File: src/rtl/exec_controller_pkg.sv
// ---------------------------------------------------------------------------
// exec_controller_pkg
// Shared definitions for the accumulator-processor execution sequencer:
// sequencer state encoding and default widths for the PC/breakpoint address
// and the retired-instruction counter.
// ---------------------------------------------------------------------------
package exec_controller_pkg;

    // Instruction argument width of the processor; the PC shares it.
    localparam int ARG_WIDTH      = 8;
    localparam int ADDR_WIDTH_DEF = ARG_WIDTH;
    localparam int CNT_WIDTH_DEF  = 16;

    typedef enum logic [1:0] {
        ST_HALT   = 2'd0,
        ST_FETCH  = 2'd1,
        ST_DECODE = 2'd2,
        ST_EXEC   = 2'd3
    } state_e;

endpackage

File: src/rtl/exec_controller_bp_unit.sv
// ---------------------------------------------------------------------------
// exec_bp_unit
// PC breakpoint compare with re-arm flag and sticky hit indicator.
// Ports:
//   clk, rst       clock, synchronous active-high reset
//   bp_en          breakpoint enable
//   bp_addr, pc    breakpoint address and current PC
//   in_fetch       sequencer is in FETCH
//   resume         sequencer leaves HALT this cycle (run or step)
//   retire         sequencer is in EXEC (instruction retires)
//   bp_fire        combinational: breakpoint matches in this FETCH
//   bp_hit         sticky: last halt was caused by the breakpoint
// ---------------------------------------------------------------------------
module exec_bp_unit
    import exec_controller_pkg::*;
#(
    parameter int ADDR_WIDTH = ADDR_WIDTH_DEF
) (
    input  logic                  clk,
    input  logic                  rst,
    input  logic                  bp_en,
    input  logic [ADDR_WIDTH-1:0] bp_addr,
    input  logic [ADDR_WIDTH-1:0] pc,
    input  logic                  in_fetch,
    input  logic                  resume,
    input  logic                  retire,
    output logic                  bp_fire,
    output logic                  bp_hit
);

    logic armed_q, armed_d;
    logic hit_q, hit_d;

    // Disarmed on resume so the instruction at the breakpoint PC executes
    // once; re-armed when any instruction retires.
    assign bp_fire = in_fetch && bp_en && armed_q && (pc == bp_addr);
    assign bp_hit  = hit_q;

    always_comb begin
        armed_d = armed_q;
        hit_d   = hit_q;
        if (resume) begin
            armed_d = 1'b0;
            hit_d   = 1'b0;
        end else if (retire) begin
            armed_d = 1'b1;
        end
        if (bp_fire) hit_d = 1'b1;
    end

    always_ff @(posedge clk) begin
        if (rst) begin
            armed_q <= 1'b1;
            hit_q   <= 1'b0;
        end else begin
            armed_q <= armed_d;
            hit_q   <= hit_d;
        end
    end

endmodule

File: src/rtl/exec_controller.sv
// ---------------------------------------------------------------------------
// exec_controller
// FETCH/DECODE/EXEC sequencer (3 clocks per instruction) with run/halt/step
// control, PC breakpoint and retired-instruction counter.
// Ports:
//   clk, rst                 clock, synchronous active-high reset
//   run_req/halt_req/step_req execution control requests
//   bp_en, bp_addr, pc       breakpoint control and current PC
//   id_*_ce                  decoder strobes for the current instruction
//   ir_ce                    load instruction register (FETCH)
//   rf_*_ce, alu_*_ce        gated EXEC enables
//   pc_ce / jmp_ce           PC increment / jump load (EXEC, exclusive)
//   running, halted, bp_hit  status
//   instr_count              retired instructions (wraps)
// ---------------------------------------------------------------------------
module exec_controller
    import exec_controller_pkg::*;
#(
    parameter int ADDR_WIDTH = ADDR_WIDTH_DEF,
    parameter int CNT_WIDTH  = CNT_WIDTH_DEF
) (
    input  logic                  clk,
    input  logic                  rst,
    input  logic                  run_req,
    input  logic                  halt_req,
    input  logic                  step_req,
    input  logic                  bp_en,
    input  logic [ADDR_WIDTH-1:0] bp_addr,
    input  logic [ADDR_WIDTH-1:0] pc,
    input  logic                  id_ld_ce,
    input  logic                  id_st_ce,
    input  logic                  id_acc_ce,
    input  logic                  id_cy_ce,
    input  logic                  id_jmp_ce,
    output logic                  ir_ce,
    output logic                  rf_ld_ce,
    output logic                  rf_st_ce,
    output logic                  alu_acc_ce,
    output logic                  alu_cy_ce,
    output logic                  pc_ce,
    output logic                  jmp_ce,
    output logic                  running,
    output logic                  halted,
    output logic                  bp_hit,
    output logic [CNT_WIDTH-1:0]  instr_count
);

    state_e               state_q, state_d;
    logic                 run_q, run_d;        // 1 = free-run, 0 = single-step
    logic                 hpend_q, hpend_d;    // halt requested, honoured after EXEC
    logic [4:0]           id_q, id_d;          // {ld, st, acc, cy, jmp}
    logic [CNT_WIDTH-1:0] cnt_q, cnt_d;
    logic                 resume;
    logic                 bp_fire;
    logic                 exec_en;

    exec_bp_unit #(.ADDR_WIDTH(ADDR_WIDTH)) u_bp (
        .clk      (clk),
        .rst      (rst),
        .bp_en    (bp_en),
        .bp_addr  (bp_addr),
        .pc       (pc),
        .in_fetch (state_q == ST_FETCH),
        .resume   (resume),
        .retire   (state_q == ST_EXEC),
        .bp_fire  (bp_fire),
        .bp_hit   (bp_hit)
    );

    always_comb begin
        state_d = state_q;
        run_d   = run_q;
        hpend_d = hpend_q;
        id_d    = id_q;
        cnt_d   = cnt_q;
        resume  = 1'b0;
        case (state_q)
            ST_HALT: begin
                hpend_d = 1'b0;
                if (run_req) begin
                    state_d = ST_FETCH;
                    run_d   = 1'b1;
                    resume  = 1'b1;
                end else if (step_req) begin
                    state_d = ST_FETCH;
                    run_d   = 1'b0;
                    resume  = 1'b1;
                end
            end
            ST_FETCH: begin
                if (halt_req) hpend_d = 1'b1;
                if (bp_fire) begin
                    state_d = ST_HALT;
                    run_d   = 1'b0;
                    hpend_d = 1'b0;
                end else begin
                    state_d = ST_DECODE;
                end
            end
            ST_DECODE: begin
                if (halt_req) hpend_d = 1'b1;
                id_d    = {id_ld_ce, id_st_ce, id_acc_ce, id_cy_ce, id_jmp_ce};
                state_d = ST_EXEC;
            end
            ST_EXEC: begin
                cnt_d = cnt_q + 1'b1;
                // A halt_req arriving in EXEC itself still stops at this boundary.
                if (!run_q || hpend_q || halt_req) begin
                    state_d = ST_HALT;
                    run_d   = 1'b0;
                    hpend_d = 1'b0;
                end else begin
                    state_d = ST_FETCH;
                end
            end
            default: state_d = ST_HALT;
        endcase
    end

    always_ff @(posedge clk) begin
        if (rst) begin
            state_q <= ST_HALT;
            run_q   <= 1'b0;
            hpend_q <= 1'b0;
            id_q    <= '0;
            cnt_q   <= '0;
        end else begin
            state_q <= state_d;
            run_q   <= run_d;
            hpend_q <= hpend_d;
            id_q    <= id_d;
            cnt_q   <= cnt_d;
        end
    end

    // Enables are state decodes; reset masks them so an aborted EXEC never
    // leaks a write in the reset cycle.
    assign exec_en     = (state_q == ST_EXEC) && !rst;
    assign ir_ce       = (state_q == ST_FETCH) && !bp_fire && !rst;
    assign rf_ld_ce    = exec_en && id_q[4];
    assign rf_st_ce    = exec_en && id_q[3];
    assign alu_acc_ce  = exec_en && id_q[2];
    assign alu_cy_ce   = exec_en && id_q[1];
    assign jmp_ce      = exec_en && id_q[0];
    assign pc_ce       = exec_en && !id_q[0];
    assign running     = run_q;
    assign halted      = (state_q == ST_HALT);
    assign instr_count = cnt_q;

endmodule

File: config.mk
export PLATFORM = sky130hd
export DESIGN_NAME = exec_controller
export DESIGN_NICKNAME = d
export VERILOG_FILES = /design/src/rtl/exec_controller_pkg.sv /design/src/rtl/exec_controller_bp_unit.sv /design/src/rtl/exec_controller.sv
export SDC_FILE = /design/constraint.sdc
export NUM_CORES = 1
export LEC_CHECK = 0
export CORE_ASPECT_RATIO = 0.75
export CORE_MARGIN = 2
export CORE_UTILIZATION = 31
export DETAILED_ROUTE_END_ITERATION = 10
export SYNTH_ARGS = -nofsm -noshare
export SYNTH_HDL_FRONTEND = slang
export SYNTH_SLANG_ARGS = --single-unit
File: constraint.sdc
create_clock -name clk -period 4.1 [get_ports clk]
set_input_delay 0.41 -clock clk [delete_from_list [all_inputs] [get_ports clk]]
set_output_delay 0.41 -clock clk [all_outputs]
set_load 0.1 [all_outputs]
==> results.sh <==
export IMPL_p_leak_nw=0.6667
export IMPL_drcViolationCount=0
export IMPL_io_buffers=52
export IMPL_synth_seq_area_share_pct=39.96
export IMPL_ys_warn_count=0
export IMPL_synth_commonest_cells="dfxtp_1, nor2_1, xnor2_1"
export IMPL_detail_route_antenna_nets=0
export IMPL_clock_latency_ns=0.27
export IMPL_crit_chain="inv_1 > ha_1 > clkdlybuf4s50_1"
export IMPL_pre_cts_ws_ns=1.699
export IMPL_first_global_vias=1188
export IMPL_cts_resized=0
export IMPL_dp_cells=252
export IMPL_p_seq_share_pct=50.4
export IMPL_cp_end_kind="output port"
export IMPL_drive_gt1_share_pct=7.463
export IMPL_synth_area_um2=1353
export IMPL_grt_setup_unrepaired="false"
export IMPL_syn_inst=149
export IMPL_antenna_found_initial=0
export IMPL_hpwl_mm=2.579
export IMPL_postCtsHoldBufs=0
export IMPL_htree_levels=1
export IMPL_power_frac_clock_pct=27.2
export IMPL_cts_tree="yes"
export IMPL_reg2reg_from="state_q[0]"
export IMPL_ff_latch_area_um2=540.5
export IMPL_ys_types=32
export IMPL_setup_violations_final=0
export IMPL_path_depth=3
export IMPL_placementRows=20
export IMPL_die_area_um2=4913
export IMPL_fillers=411
export IMPL_slowest_stage="clkdlybuf4s50_1"
export IMPL_multi_input_area_um2=773.2
export IMPL_synthDominantCellAreaShare_pct=39.96
export IMPL_grt_first_pass_wirelength_mm=5.271
export IMPL_finalHoldViolations=0
export IMPL_grt_max_degree=31
export IMPL_synth_nets=181
export IMPL_power_internal_mw=0.3902
export IMPL_cts_root_buf="clkbuf_8"
export IMPL_fin_skew_ns=0.003373
export IMPL_hold_class="flop to flop"
export IMPL_timing_rr_end="instr_count[15]"
export IMPL_period_needed_ns=2.557
export IMPL_worstMarginPinSlew_ns=0.9704
export IMPL_synth_seq_cells=27
export IMPL_synth_area_leader_cell="dfxtp_1"
export IMPL_diodes=0
export IMPL_outcome="completed"
export IMPL_peakVddDrop_uv=166.9
export IMPL_drv_cap=0
export IMPL_synth_edf_count=0
export IMPL_dieWidth_um=80.27
export IMPL_finalMaxSlewViolations=0
export IMPL_switching_share_pct=28.68
export IMPL_cts_buffer_depth=2
export IMPL_yosysMostFrequentCell="dfxtp_1"
export IMPL_fmax_mhz=391.1
export IMPL_cp_endpoint="halted"
export IMPL_cpLargestDelayFamily="buffers and inverters"
export IMPL_die_y_um=61.21
export IMPL_wl_per_cell_um=13.13
export IMPL_finalPower_mw=0.5472
export IMPL_ys_top_cells_by_area="dfxtp_1, xnor2_1, nor2_1"
export IMPL_powerDensity_nw_per_um2=279.6
export IMPL_critical_path_max_stage_delay_ns=1.15
export IMPL_arrival_ns=2.15
export IMPL_syn_area_per_cell_um2=9.077
export IMPL_via_per_inst=4.777
export IMPL_finalNonFillerCells=256
export IMPL_coreArea_um2=4129
export IMPL_slew_headroom_pct=35.11
export IMPL_cp_startpoint="state_q[0]"
export IMPL_cp_required_ns=3.69
export IMPL_worst_slack_ns=1.543
export IMPL_cts_buffers=3
export IMPL_synth_flop_cell="dfxtp_1"
export IMPL_clkTransAtPathRegs_ns=0.09
export IMPL_first_pass_iters=4
export IMPL_drt_iter0_drc=52
export IMPL_startpoint_type="flop"
export IMPL_finalCritPeriodShare_pct=62.36
export IMPL_cp_num_buf_inv=2
export IMPL_io_pins=53
export IMPL_ff2ff_setup_slack_ns=2.07
export IMPL_critical_path_max_fanout=5
export IMPL_start_util_pct=32.76
export IMPL_crit_type="flop to output port"
export IMPL_num_vias=1223
export IMPL_synth_async_reset_ratio_pct=0
export IMPL_fin_nets=234
export IMPL_power_frac_comb_pct=22.4
export IMPL_r2r_cells=5
export IMPL_setup_tns_ns=0
export IMPL_switchingPower_mw=0.1570
export IMPL_grt_ovfl_total=0
export IMPL_post_cts_setup_buffers=0
export IMPL_area_growth_pct=44.68
export IMPL_gp_congestion=0.6998
export IMPL_grt_util_all_layers_pct=13.85
export IMPL_finalWirelength_mm=3.360
export IMPL_clock_sinks=27
-- layout make-up --
type	count	share of cell area [%]
clock buffer	4	2.302
inverter	5	0.9591
multi-input combinational	112	39.51
sequential	27	27.62
tap	55	3.517
timing repair buffer	53	26.09
-- worst min-delay path: cells and delay by family (launching register included) --
kind	cells	cell delay, ns
flip-flops	1	0.32
AND/OR/NAND/NOR	1	0.05
AO/OA/AOI/OAI	1	0.05
-- layout by cell type (no fill, tap or decap), drive strengths merged, types with 4 or more instances in the layout --
cell type      synthesis  layout
mux2i                  7       7
inv                    5       5
clkbuf                 4       4
nand3                  6       6
nor2                  19      19
xnor2                 11      11
a21oi                  7       7
clkdlybuf4s50          0      45
and2                   6       6
dfxtp                 27      27
o31ai                  5       5
nand2                  6       6
buf                    1       8
xor2                   7       7
ha                     5       5
nand4                  8       8
or4                    4       4
-- worst min-delay path by stage --
stage / startpoint / endpoint / slack, ns / cells past startpoint
2_1_floorplan: u_bp.armed_q / u_bp.armed_q / 0.44 / 2
3_3_place_gp: u_bp.bp_hit / u_bp.bp_hit / 0.45 / 2
3_5_place_dp: u_bp.bp_hit / u_bp.bp_hit / 0.45 / 2
4_1_cts: u_bp.bp_hit / u_bp.bp_hit / 0.47 / 2
5_1_grt: u_bp.armed_q / u_bp.armed_q / 0.52 / 2
6_report: u_bp.bp_hit / u_bp.bp_hit / 0.47 / 2
-- cell families after synthesis --
family	after synthesis	share of synthesized area [%]
XOR/XNOR	18	11.66
adder cells (fa/ha/maj)	5	4.625
multiplexers	7	5.181
flip-flops	27	39.96
AND/OR/NAND/NOR	61	25.44
AO/OA/AOI/OAI	21	10.27
buffers and inverters	10	2.867
-- routing by layer --
layer	global-route usage (%)	vias to the layer above	share of wire (%)
li1	-	631	-
met1	16.07	572	46
met2	26.31	18	50
met3	3.812	2	3.7
met4	2.421	0	0.45
met5	0	-	0
-- state kept, by name, summed over array words and instances (netlist names), named ones only --
| name | count |
|---|---|
| instr_count | 16 |
| state_q | 1 |
| u_bp.armed_q | 1 |
| u_bp.bp_hit | 1 |
| id_q | 5 |
| hpend_q | 1 |
| running | 1 |
-- per-stage QoR --
stage / utilization, % / hold slack, ns / area (um^2)
after floorplan: - / 0.4369 / 1353
after global placement: 46.30 / 0.4469 / 1912
after detailed placement: 46.30 / 0.4537 / 1912
after CTS: 47.39 / 0.4668 / 1957
after global routing: 47.39 / 0.5193 / 1957
final: 47.39 / 0.4662 / 1957
-- power groups by stage --
stage / clock [mW] / sequential, mW / combinational (mW)
floorplan: 0 / 0.292 / 0.0665
finish: 0.149 / 0.276 / 0.123
detailed placement: 0 / 0.282 / 0.123
global placement: 0 / 0.281 / 0.120
global route: 0.167 / 0.277 / 0.131
CTS: 0.155 / 0.276 / 0.123
(Power assumes the default switching activity.)
